==> config.mk <==
export PLATFORM = sky130hd
export DESIGN_NAME = painel_rotativo_param
export DESIGN_NICKNAME = d
export VERILOG_FILES = /design/src/rtl/painel_pkg.sv /design/src/rtl/painel_rotativo_param_divisor_passo.sv /design/src/rtl/painel_rotativo_param.sv
export SDC_FILE = /design/constraint.sdc
export NUM_CORES = 1
export LEC_CHECK = 0
export CORE_ASPECT_RATIO = 0.7
export CORE_UTILIZATION = 48
export DETAILED_ROUTE_END_ITERATION = 10
export HOLD_SLACK_MARGIN = 0.12
export PLACE_DENSITY_LB_ADDON = 0.3
export SLEW_MARGIN = 20
export SYNTH_ARGS = -nofsm -noshare
export SYNTH_HDL_FRONTEND = slang
export SYNTH_HIERARCHICAL = 1
export SYNTH_SLANG_ARGS = --single-unit
==> constraint.sdc <==
create_clock -name clk -period 2.8 [get_ports clk]
set_input_delay 0.28 -clock clk [delete_from_list [all_inputs] [get_ports clk]]
set_output_delay 0.28 -clock clk [all_outputs]
set_load 0.01 [all_outputs]
==> src/rtl/painel_pkg.sv <==
// Shared types for the rotating display-panel register.
// Latency: n/a (types only).
// Backpressure: n/a (types only).
//
// modo_t   : operating mode as presented on the modo input.
// estado_t : scroll controller state.
package painel_pkg;

    // Encoding matches the two-bit modo input directly.
    typedef enum logic [1:0] {
        HOLD  = 2'b00,
        LOAD  = 2'b01,
        ROT_E = 2'b10,   // rotate left, toward MSB
        ROT_D = 2'b11    // rotate right, toward LSB
    } modo_t;

    typedef enum logic [1:0] {
        IDLE = 2'b00,
        RUN  = 2'b01,
        DONE = 2'b10
    } estado_t;

    // True for either rotate mode; bit 1 of the mode carries that meaning.
    function automatic logic is_rotacao(input modo_t m);
        return (m == ROT_E) || (m == ROT_D);
    endfunction

endpackage

==> src/rtl/painel_rotativo_param_divisor_passo.sv <==
// Step-rate prescaler: emits one step every limit+1 enabled cycles.
// Latency: step is combinational from the count; the count updates on the next edge.
// Backpressure: en low freezes the count; clr forces it to zero and masks the step.
//
// Ports:
//   clk, rst_n : clock and asynchronous active-low reset
//   en         : count enable (scroller running with a rotate mode)
//   clr        : synchronous clear, takes priority over en
//   limit      : step period minus one
//   step       : high in the cycle whose edge performs a step
module divisor_passo #(
    parameter int DIV_W = 24
) (
    input  logic             clk,
    input  logic             rst_n,
    input  logic             en,
    input  logic             clr,
    input  logic [DIV_W-1:0] limit,
    output logic             step
);

    logic [DIV_W-1:0] count;

    // >= rather than == so that lowering limit below the current count
    // fires on the very next enabled cycle instead of wrapping the counter.
    assign step = en && !clr && (count >= limit);

    always_ff @(posedge clk or negedge rst_n) begin
        if (!rst_n) begin
            count <= '0;
        end else if (clr) begin
            count <= '0;
        end else if (step) begin
            count <= '0;
        end else if (en) begin
            count <= count + DIV_W'(1);
        end
    end

endmodule

==> src/rtl/painel_rotativo_param.sv <==
// Parametrised circular scroll register driving a WIN-bit display window.
// Latency: load and each step are visible on the outputs one cycle after the sampling edge.
// Backpressure: none; hold mode and run=0 freeze the datapath, load overrides everything.
//
// Ports:
//   clk, rst_n : clock and asynchronous active-low reset
//   modo       : 00 hold, 01 load, 10 rotate left, 11 rotate right
//   dado       : parallel load value
//   passo_div  : step period minus one, in clk cycles
//   run        : scroll enable
//   one_shot   : stop after one full lap
//   reg_q      : full register contents
//   janela     : top WIN bits of reg_q
//   pos        : rotation offset since the last load, modulo WIDTH
//   volta      : one-cycle pulse when a step brings pos back to 0
//   ocupado    : high while scrolling (RUN state)
module painel_rotativo_param
    import painel_pkg::*;
#(
    parameter int WIDTH = 16,
    parameter int WIN   = 7,
    parameter int DIV_W = 24
) (
    input  logic                     clk,
    input  logic                     rst_n,
    input  logic [1:0]               modo,
    input  logic [WIDTH-1:0]         dado,
    input  logic [DIV_W-1:0]         passo_div,
    input  logic                     run,
    input  logic                     one_shot,
    output logic [WIDTH-1:0]         reg_q,
    output logic [WIN-1:0]           janela,
    output logic [$clog2(WIDTH)-1:0] pos,
    output logic                     volta,
    output logic                     ocupado
);

    localparam int              PW      = $clog2(WIDTH);
    localparam logic [PW-1:0]   POS_MAX = PW'(WIDTH - 1);

    modo_t   modo_e;
    estado_t estado;

    logic             carga;
    logic             conta_en;
    logic             conta_clr;
    logic             passo;
    logic [WIDTH-1:0] reg_prox;
    logic [PW-1:0]    pos_prox;

    assign modo_e = modo_t'(modo);
    assign carga  = (modo_e == LOAD);

    // The prescaler only advances while actually scrolling. Outside RUN it
    // is held at zero so every entry into RUN starts a full step period;
    // inside RUN with hold mode it simply freezes and resumes later.
    assign conta_en  = (estado == RUN) && run && is_rotacao(modo_e);
    assign conta_clr = carga || (estado != RUN);

    divisor_passo #(
        .DIV_W (DIV_W)
    ) u_divisor_passo (
        .clk   (clk),
        .rst_n (rst_n),
        .en    (conta_en),
        .clr   (conta_clr),
        .limit (passo_div),
        .step  (passo)
    );

    // Next register value and offset for a step in the current direction.
    // The offset wraps explicitly so non-power-of-two WIDTH stays correct.
    always_comb begin
        reg_prox = reg_q;
        pos_prox = pos;
        if (modo_e == ROT_E) begin
            reg_prox = {reg_q[WIDTH-2:0], reg_q[WIDTH-1]};
            pos_prox = (pos == POS_MAX) ? '0 : pos + PW'(1);
        end else begin
            reg_prox = {reg_q[0], reg_q[WIDTH-1:1]};
            pos_prox = (pos == '0) ? POS_MAX : pos - PW'(1);
        end
    end

    // Scroll controller and datapath. ocupado and volta are kept as their own
    // flops so every output comes straight from a register.
    always_ff @(posedge clk or negedge rst_n) begin
        if (!rst_n) begin
            estado  <= IDLE;
            reg_q   <= '0;
            pos     <= '0;
            volta   <= 1'b0;
            ocupado <= 1'b0;
        end else if (carga) begin
            // Load wins over any step or transition on the same edge.
            reg_q   <= dado;
            pos     <= '0;
            estado  <= IDLE;
            volta   <= 1'b0;
            ocupado <= 1'b0;
        end else begin
            volta <= 1'b0;
            case (estado)
                IDLE: begin
                    if (run && is_rotacao(modo_e)) begin
                        estado  <= RUN;
                        ocupado <= 1'b1;
                    end
                end

                RUN: begin
                    if (!run) begin
                        estado  <= IDLE;
                        ocupado <= 1'b0;
                    end else if (passo) begin
                        reg_q <= reg_prox;
                        pos   <= pos_prox;
                        if (pos_prox == '0) begin
                            volta <= 1'b1;
                            // A completed lap in one-shot mode parks the
                            // register back on the loaded message.
                            if (one_shot) begin
                                estado  <= DONE;
                                ocupado <= 1'b0;
                            end
                        end
                    end
                end

                DONE: begin
                    if (!run) begin
                        estado <= IDLE;
                    end
                end

                default: begin
                    estado  <= IDLE;
                    ocupado <= 1'b0;
                end
            endcase
        end
    end

    assign janela = reg_q[WIDTH-1 -: WIN];

endmodule

### Yosys cells after proc, flatten, opt, wreduce, memory -nomap -nowiden

Index checks and enable logic that the tools add are counted.

* bits of input ports: 46
* register bits after elaboration: 48
* output and inout port bits: 29
* word-level logic and storage cells: 76

* mux-type cells: 35
* $add $sub $neg: 3
* equality and inequality tests: 13
* reduce and logical (&&, ||, !) cells: 18
* magnitude comparators: 1

Operators with widths (number)
* 2-to-1 mux 16 bit: 5
* 2-to-1 mux 24 bit: 3
* 2-to-1 mux 4 bit: 7
* adder 24 x 1 -> 24 bit, second input constant: 1
* greater-or-equal comparator 24 bit: 1
* 2-to-1 mux 2 bit: 7
* 2-to-1 mux 1 bit: 11
* AND reduction 5 bit: 2
* logical NOT 4 bit: 2
* != test 4 bit, second input constant: 2
* == test 2 bit, second input constant: 3
* != test 3 bit, second input constant: 2
* one-hot mux 2 bit (3 select lines): 1
* nonzero test 2 bit: 3
* logical AND 1 bit: 5
* adder 4 x 1 -> 4 bit, second input constant: 1
* == test 2 x 1 -> 1 bit, second input constant: 2
* == test 4 bit, second input constant: 1
* != test 4 x 3 -> 1 bit, second input constant: 1
* subtractor 4 x 1 -> 4 bit, second input constant: 1
* one-hot mux 1 bit (3 select lines): 1
* AND reduction 3 bit: 1
* nonzero test 3 bit: 1
* logical NOT 2 bit: 1
* other kinds (4): 5

### Longest topological paths before layout

Gate-level depths: netlist of run 1.

* depth after elaboration: 9
* mapped depth: 16
* gate-level depth less buffers: 12

### Hierarchy

Netlist of run 1, hierarchy kept.

Modules (own cells, without submodules)
* divisor_passo: instances 1, area an instance 2152.1 µm², cells each 243, seq. area each 600.6 µm²
* painel_rotativo_param: instances 1, area an instance 1607.8 µm², cells each 203, seq. area each 600.6 µm²

### Worst setup path before layout of run 1

No wires, ideal clock.

* path type: flip-flop to flip-flop
* from: register u_divisor_passo.count[21]
* to: register pos[2]
* library setup time: 0.127 ns
* required time: 2.673 ns
* slack: 0.006 ns
* stages on the path, launching flop included: 16
* arrival: 2.667 ns
* clock period less this slack: 2.794 ns
* buffers on the path: 4
* path through: dfrtp_1 > ha_1 > nand4_4 > nor4_4 > and4_1 > o21a_2 > buf_6 > buf_4 > nor2_1 > nor2_1 > and3_1 > buf_2 > buf_2 > nand3_1 > o21ai_0 > a21oi_1

* cells in the longest elaborated chain, start to end: 4

Ends and longest elaborated chain
* start, declared: line painel_rotativo_param_divisor_passo.sv:22 `logic [DIV_W-1:0] count;`
* start signal, assigned: line painel_rotativo_param_divisor_passo.sv:36 `count <= count + DIV_W'(1);`
* greater-or-equal comparator 24 bit: line painel_rotativo_param_divisor_passo.sv:26 `assign step = en && !clr && (count >= limit);`
* logical AND 1 bit: line painel_rotativo_param_divisor_passo.sv:26
* via passo: line painel_rotativo_param.sv:47 `logic passo;`
* nonzero test 2 bit (no line)
* AND reduction 3 bit (no line)
* end signal, assigned: line painel_rotativo_param.sv:117 `pos <= pos_prox;`
* end, declared: line painel_rotativo_param.sv:33 `output logic [$clog2(WIDTH)-1:0] pos,`

The timed path passes the listed nets, and every way through them passes these cells.
A chain may end at the register's enable or synchronous reset.

### Final worst setup path of run 1

* from: input port passo_div[9]
* to: register pos[2]

* cells in the longest elaborated chain, start to end: 4

Ends and longest elaborated chain
* start, declared: line painel_rotativo_param.sv:28 `input logic [DIV_W-1:0] passo_div,`
* greater-or-equal comparator 24 bit: line painel_rotativo_param_divisor_passo.sv:26
* logical AND 1 bit: line painel_rotativo_param_divisor_passo.sv:26
* via passo: line painel_rotativo_param.sv:47
* nonzero test 2 bit (no line)
* AND reduction 3 bit (no line)

The timed path passes the listed nets, and every way through them passes these cells.

==> flow_metrics.env, run 1 <==
export IMPL_ant_nets=0
export IMPL_die_w_um=108
export IMPL_use_met2_pct=38.1
export IMPL_ys_seq_elements=48
export IMPL_met3_usage_pct=3.25
export IMPL_synth_most_common_cell="nand2_1"
export IMPL_grt_max_degree=38
export IMPL_grt_usage_pct=24.6
export IMPL_synth_top_area_cell="dfrtp_1"
export IMPL_synth_net_count=519
export IMPL_cts_buffers=5
export IMPL_syn_instance_count=446
export IMPL_syn2layout_area_growth_pct=28.7
export IMPL_synth_top_cells_by_area="dfrtp_1 (32%), ha_1 (9.0%), nand2_1 (7.8%)"
export IMPL_slowest_stage="clkdlybuf4s50_1"
export IMPL_tightest_slew_ns=1.00
export IMPL_clkTransAtPathRegs_ns=0.10
export IMPL_fin_crit_sh_pct=93.8
export IMPL_crit_required_ns=3.04
export IMPL_die_area_mm2=0.00820
export IMPL_grt_pass1_wl_um=16500
export IMPL_postSynthAreaPerCell_um2=8.43
export IMPL_fmax_mhz=381
export IMPL_rsz0062_at_grt="false"
export IMPL_ys_seq_area_share_pct=31.9
export IMPL_p_leak_nw=2.23
export IMPL_wirelength_um=9650
export IMPL_yosys_warnings=6
export IMPL_setup_violations=0
export IMPL_cp_start_kind="input pin"
export IMPL_grt_util_met1_pct=36.5
export IMPL_synthArstFlopShare_pct=100
export IMPL_synth_common_cells="nand2_1 (78), dfrtp_1 (48), nor2_1 (40)"
export IMPL_clock_latency_ns=0.31
export IMPL_worst_path_largest_cell_delay_ns=0.45
export IMPL_r2r_slack_ns=0.19
export IMPL_grt_ovfl_total=0
export IMPL_drt_pass1_iter_count=4
export IMPL_routabilityCongestion=0.902
export IMPL_hpwlAfterDp_um=7110
export IMPL_cts_tree="built"
export IMPL_via_per_inst=5.84
export IMPL_post_place_cells=614
export IMPL_fillers=620
export IMPL_antenna_found_initial=0
export IMPL_p_per_area_mw_per_mm2=353
export IMPL_synth_top_area_share_pct=31.9
export IMPL_max_slew_margin_pct=33.1
export IMPL_fin_tns_setup_ns=0
export IMPL_drive_above_1_share_pct=13.6
export IMPL_final_util_pct=64.9
export IMPL_arrival_ns=2.87
export IMPL_worstPathMaxFanout=37
export IMPL_start_util_pct=50.5
export IMPL_busiest_layer="met2"
export IMPL_slew_viol_final=0
export IMPL_final_cells=627
export IMPL_clock_path_buffers=2
export IMPL_fin_nets=601
export IMPL_grt_pass1_vias=3501
export IMPL_cts_root_buf="clkbuf_8"
export IMPL_drv_cap=0
export IMPL_htreeDepth=2
export IMPL_crit_chain="clkdlybuf4s50_1 > inv_1 > ha_1 > a21o_1 > a221o_1 > a22oi_2 > o211ai_4 > nor2_4 > nor2_2 > and3_4 > buf_12 > a41oi_1 > o21ai_0 > a21oi_1"
export IMPL_antennaDiodeCount=0
export IMPL_via_count=3664
export IMPL_synth_edf_count=0
export IMPL_cts_sinks=48
export IMPL_syn_cell_area_mm2=0.00376
export IMPL_end_kind="register"
export IMPL_io_buffer_count=74
export IMPL_drc=0
export IMPL_clock_skew_ns=0.00665
export IMPL_ir_worst_vdd_v=0.000223
export IMPL_wl_per_cell_um=15.4
export IMPL_synth_cell_types=70
export IMPL_core_area_mm2=0.00745
export IMPL_path_class="in -> reg"
export IMPL_hp_class="in -> async"
export IMPL_hold_violations=0
export IMPL_status="finished clean"
export IMPL_rows=26
export IMPL_top_level_ports=75
export IMPL_fin_crit_ns=2.63
export IMPL_die_y_um=76.1
export IMPL_drtIter0Drc=229
export IMPL_synthFlopType="dfrtp_1"
==> area by class of cell <==
type | instances | area [µm²] | area share (%)
well taps | 98 | 123 | 2.53
clock inverters | 3 | 46.3 | 0.957
repair buffers | 107 | 998 | 20.6
inverters | 30 | 113 | 2.33
multi-input cells | 336 | 2290 | 47.3
flip-flops and latches | 48 | 1200 | 24.9
clock buffers | 5 | 68.8 | 1.42
==> worst max-delay path: cells and delay by family <==
kind                       cells  cell delay [ns]
AOI/OAI and AO/OA              7             1.26
adders and majority gates      1             0.31
buffers and inverters          3             0.65
and+or+nand+nor                3             0.36
==> where the power goes <==
group          internal, W  switching (W)  total [W]
clock network     0.000270       0.000264   0.000534
registers         0.000728      0.0000427   0.000771
logic             0.000219       0.000184   0.000403
total              0.00122       0.000491    0.00171
==> per-stage QoR <==
| step | setup slack (ns) | area (µm²) | total power [W] | hold slack, ns |
|---|---|---|---|---|
| after detailed placement | -0.389 | 4640 | 0.00118 | 0.224 |
| after floorplan | 0.00643 | 3760 | 0.000979 | -0.0156 |
| after global routing | 0.0185 | 4840 | 0.00179 | 0.447 |
| after CTS | 0.00637 | 4770 | 0.00171 | 0.420 |
| after global placement | -0.257 | 4640 | 0.00117 | 0.222 |
| final | 0.172 | 4840 | 0.00171 | 0.409 |
==> placed cells by master (no fill, tap or decap), drive strengths merged, types with 3 or more instances in the layout <==
master and count:
a211oi 4, a21oi 12, a221o 9, a22o 9
and2 5, and3 26, buf 33, clkbuf 5
clkdlybuf4s50 73, dfrtp 48, ha 27, inv 31
nand2 78, nand2b 6, nand3 11, nand4 10
nor2 40, nor2b 7, nor3 5, nor4 12
nor4b 3, o21ai 11, o311ai 3, o31ai 17
o41ai 9
==> registers in the layout, summed over array words and instances (netlist names) <==
name	flops
u_divisor_passo/count	24
reg_q	16
pos	4
estado	2
ocupado	1
volta	1
==> path summary, 6_finish.rpt <==
check	from	endpoint	cells past startpoint
max	passo_div[9]	pos[2]	14
min	rst_n	reg_q[12]	2
max reg2reg	u_divisor_passo/count[21]	reg_q[15]	11
min reg2reg	ocupado	ocupado	1
max in group asynchronous	rst_n	u_divisor_passo/count[21]	3
min in group clk	dado[7]	reg_q[7]	3
==> layer usage <==
layer  wire length, µm  up-vias
li1                  -     1778
met1              4650     1748
met2              4350      128
met3               557       10
met4                82        0
met5                 0        -
==> logic make-up after synthesis <==
kind of cell    after synthesis  synth area share (%)
compound gates               90                  19.5
xor+xnor                      2                 0.466
fa+ha+maj                    27                  8.98
buf+inv                      62                  8.35
flops                        48                  31.9
mux                           3                 0.832
simple gates                214                  29.9
==> what timing repair did <==
item | CTS | global route
pin swaps | 0 | 6
buffers inserted | 0 | 4
setup endpoints to repair | 21 | 37
gates resized for setup | 2 | 7
hold endpoints to repair | 16 | 0
hold buffers | 1 | 0
(Power assumes the default switching activity.)
==> run 2: changes to the inputs <==
--- a/config.mk
+++ b/config.mk
@@ -8,7 +8,7 @@
 export CORE_ASPECT_RATIO = 0.7
 export CORE_UTILIZATION = 48
 export DETAILED_ROUTE_END_ITERATION = 10
-export HOLD_SLACK_MARGIN = 0.12
+export HOLD_SLACK_MARGIN = 0.02
 export PLACE_DENSITY_LB_ADDON = 0.3
 export SLEW_MARGIN = 20
 export SYNTH_ARGS = -nofsm -noshare
==> results of run 2 <==
No change in the layout: final DEF, timing and power equal those of run 1.
==> run 3: changes to the inputs <==
--- a/config.mk
+++ b/config.mk
@@ -7,9 +7,11 @@
 export LEC_CHECK = 0
 export CORE_ASPECT_RATIO = 0.7
 export CORE_UTILIZATION = 48
+export CTS_CLUSTER_SIZE = 10
 export DETAILED_ROUTE_END_ITERATION = 10
-export HOLD_SLACK_MARGIN = 0.02
+export HOLD_SLACK_MARGIN = 0.03
 export PLACE_DENSITY_LB_ADDON = 0.3
+export SKIP_CTS_REPAIR_TIMING = 1
 export SLEW_MARGIN = 20
 export SYNTH_ARGS = -nofsm -noshare
 export SYNTH_HDL_FRONTEND = slang
==> run 3 against run 2 <==
  * Register-to-register slack about the same
  * Core utilization unchanged
  * Highest routed layer unchanged
  * Critical endpoint unchanged
  * Clock power about the same
==> flow_metrics.env, run 3 (synthesis results as in run 1) <==
export IMPL_status="finished clean"
export IMPL_cp_start_kind="input pin"
export IMPL_via_count=3664
export IMPL_die_w_um=108
export IMPL_dpl_cell_area_mm2=0.00464
export IMPL_grt_pass1_wl_um=16400
export IMPL_wl_per_cell_um=15.4
export IMPL_drc=0
export IMPL_hp_class="in -> async"
export IMPL_clock_skew_ns=0.00686
export IMPL_clock_path_buffers=2
export IMPL_top_register="u_divisor_passo/count"
export IMPL_fin_tns_setup_ns=0
export IMPL_crit_required_ns=3.04
export IMPL_hpwlAfterDp_um=7110
export IMPL_crit_chain="clkdlybuf4s50_1 > inv_1 > ha_1 > a21o_1 > a221o_1 > a22oi_2 > o211ai_4 > nor2_4 > nor2_2 > and3_4 > buf_12 > a41oi_1 > o21ai_0 > a21oi_1"
export IMPL_worstPathMaxFanout=37
export IMPL_path_class="in -> reg"
export IMPL_final_util_pct=64.9
export IMPL_final_common_cell="nand2_1"
export IMPL_regArea_mm2=0.00120
export IMPL_htreeDepth=2
export IMPL_drv_cap=0
export IMPL_core_area_mm2=0.00745
export IMPL_start_util_pct=50.5
export IMPL_mostFrequentLayoutCells="nand2_1 (78), clkdlybuf4s50_1 (73), dfrtp_1 (47)"
export IMPL_grt_max_degree=38
export IMPL_clkTransAtPathRegs_ns=0.10
export IMPL_die_area_mm2=0.00820
export IMPL_largest_reg_flops=24
export IMPL_fin_crit_sh_pct=93.8
export IMPL_final_cells=627
export IMPL_setup_slack_ns=0.174
export IMPL_io_buffer_count=74
export IMPL_rows=26
export IMPL_arrival_ns=2.87
export IMPL_fillers=620
export IMPL_routabilityCongestion=0.902
export IMPL_slew_viol_final=0
export IMPL_via_per_inst=5.84
export IMPL_drtIter0Drc=204
export IMPL_post_place_cells=614
export IMPL_post_place_ws_ns=-0.389
export IMPL_grt_pass1_vias=3490
export IMPL_rsz0062_at_grt="false"
export IMPL_cts_root_buf="clkbuf_8"
export IMPL_syn2layout_area_growth_pct=28.7
export IMPL_antennaDiodeCount=0
export IMPL_p_leak_nw=2.23
export IMPL_top_regs="u_divisor_passo/count: 24 flops, reg_q: 16 flops, pos: 4 flops"
export IMPL_fin_nets=601
export IMPL_grt_ovfl_total=0
export IMPL_slowest_stage="clkdlybuf4s50_1"
export IMPL_grt_usage_pct=24.6
export IMPL_fmax_mhz=381
export IMPL_worst_path_largest_cell_delay_ns=0.45
export IMPL_die_y_um=76.1
export IMPL_hold_violations=0
export IMPL_setup_violations=0
export IMPL_ir_worst_vdd_v=0.000224
export IMPL_multi_input_area_mm2=0.00229
export IMPL_cts_sinks=48
export IMPL_top_level_ports=75
export IMPL_wirelength_um=9640
export IMPL_drive_above_1_share_pct=13.6
export IMPL_p_per_area_mw_per_mm2=353
export IMPL_cts_buffers=5
export IMPL_clock_latency_ns=0.31
export IMPL_antenna_found_initial=0
export IMPL_max_slew_margin_pct=32.5
export IMPL_cts_tree="built"
export IMPL_drt_pass1_iter_count=4
export IMPL_end_kind="register"
export IMPL_ant_nets=0
export IMPL_final_cell_area_mm2=0.00484
export IMPL_tightest_slew_ns=1.01
export IMPL_fin_crit_ns=2.63
-- run 3: cell counts in the layout (fill, tap and decap cells not counted) --
No cell type changed its count.
-- run 3: per-stage QoR --
step,power [W],hold WS (ns)
global placement,0.00117,0.222
finish,0.00171,0.411
global route,0.00179,0.447
detailed placement,0.00118,0.224
floorplan,0.000979,-0.0156
CTS,0.00171,-0.116
-- run 3: critical path: cells and delay by family --
family	cells	cell delay (ns)
AOI/OAI and AO/OA	7	1.26
and+or+nand+nor	3	0.36
buffers and inverters	3	0.65
adders and majority gates	1	0.31
-- run 3: cell type report --
class | count | area share, %
Timing Repair Buffer | 107 | 20.6
Clock inverter | 3 | 0.957
Clock buffer | 5 | 1.42
Tap cell | 98 | 2.53
Sequential cell | 48 | 24.9
Inverter | 30 | 2.33
Multi-Input combinational cell | 336 | 47.3
-- run 3: where the power goes --
group / switching [W] / leakage (nW) / internal, W
Clock: 0.000264 / 0.0548 / 0.000270
Sequential: 0.0000428 / 0.640 / 0.000728
Combinational: 0.000184 / 1.54 / 0.000219
Total: 0.000491 / 2.23 / 0.00122
-- run 3: worst paths after layout --
| check | startpoint | depth (start not counted) | slack [ns] | to |
|---|---|---|---|---|
| max | passo_div[9] | 14 | 0.17 | pos[2] |
| min | rst_n | 2 | 0.41 | reg_q[12] |
| max reg2reg | u_divisor_passo/count[21] | 11 | 0.19 | reg_q[15] |
| min reg2reg | ocupado | 1 | 0.58 | ocupado |
| max in group asynchronous | rst_n | 3 | 1.59 | u_divisor_passo/count[21] |
| min in group clk | dado[7] | 3 | 0.50 | reg_q[7] |
-- run 3: metal layers --
layer / vias to the layer above / global-route usage, % / wire (µm)
met2: 130 / 38.0 / 4330
met5: - / 0 / 0
met1: 1746 / 36.4 / 4670
met3: 10 / 3.25 / 552
met4: 0 / 5.75 / 82
li1: 1778 / - / -
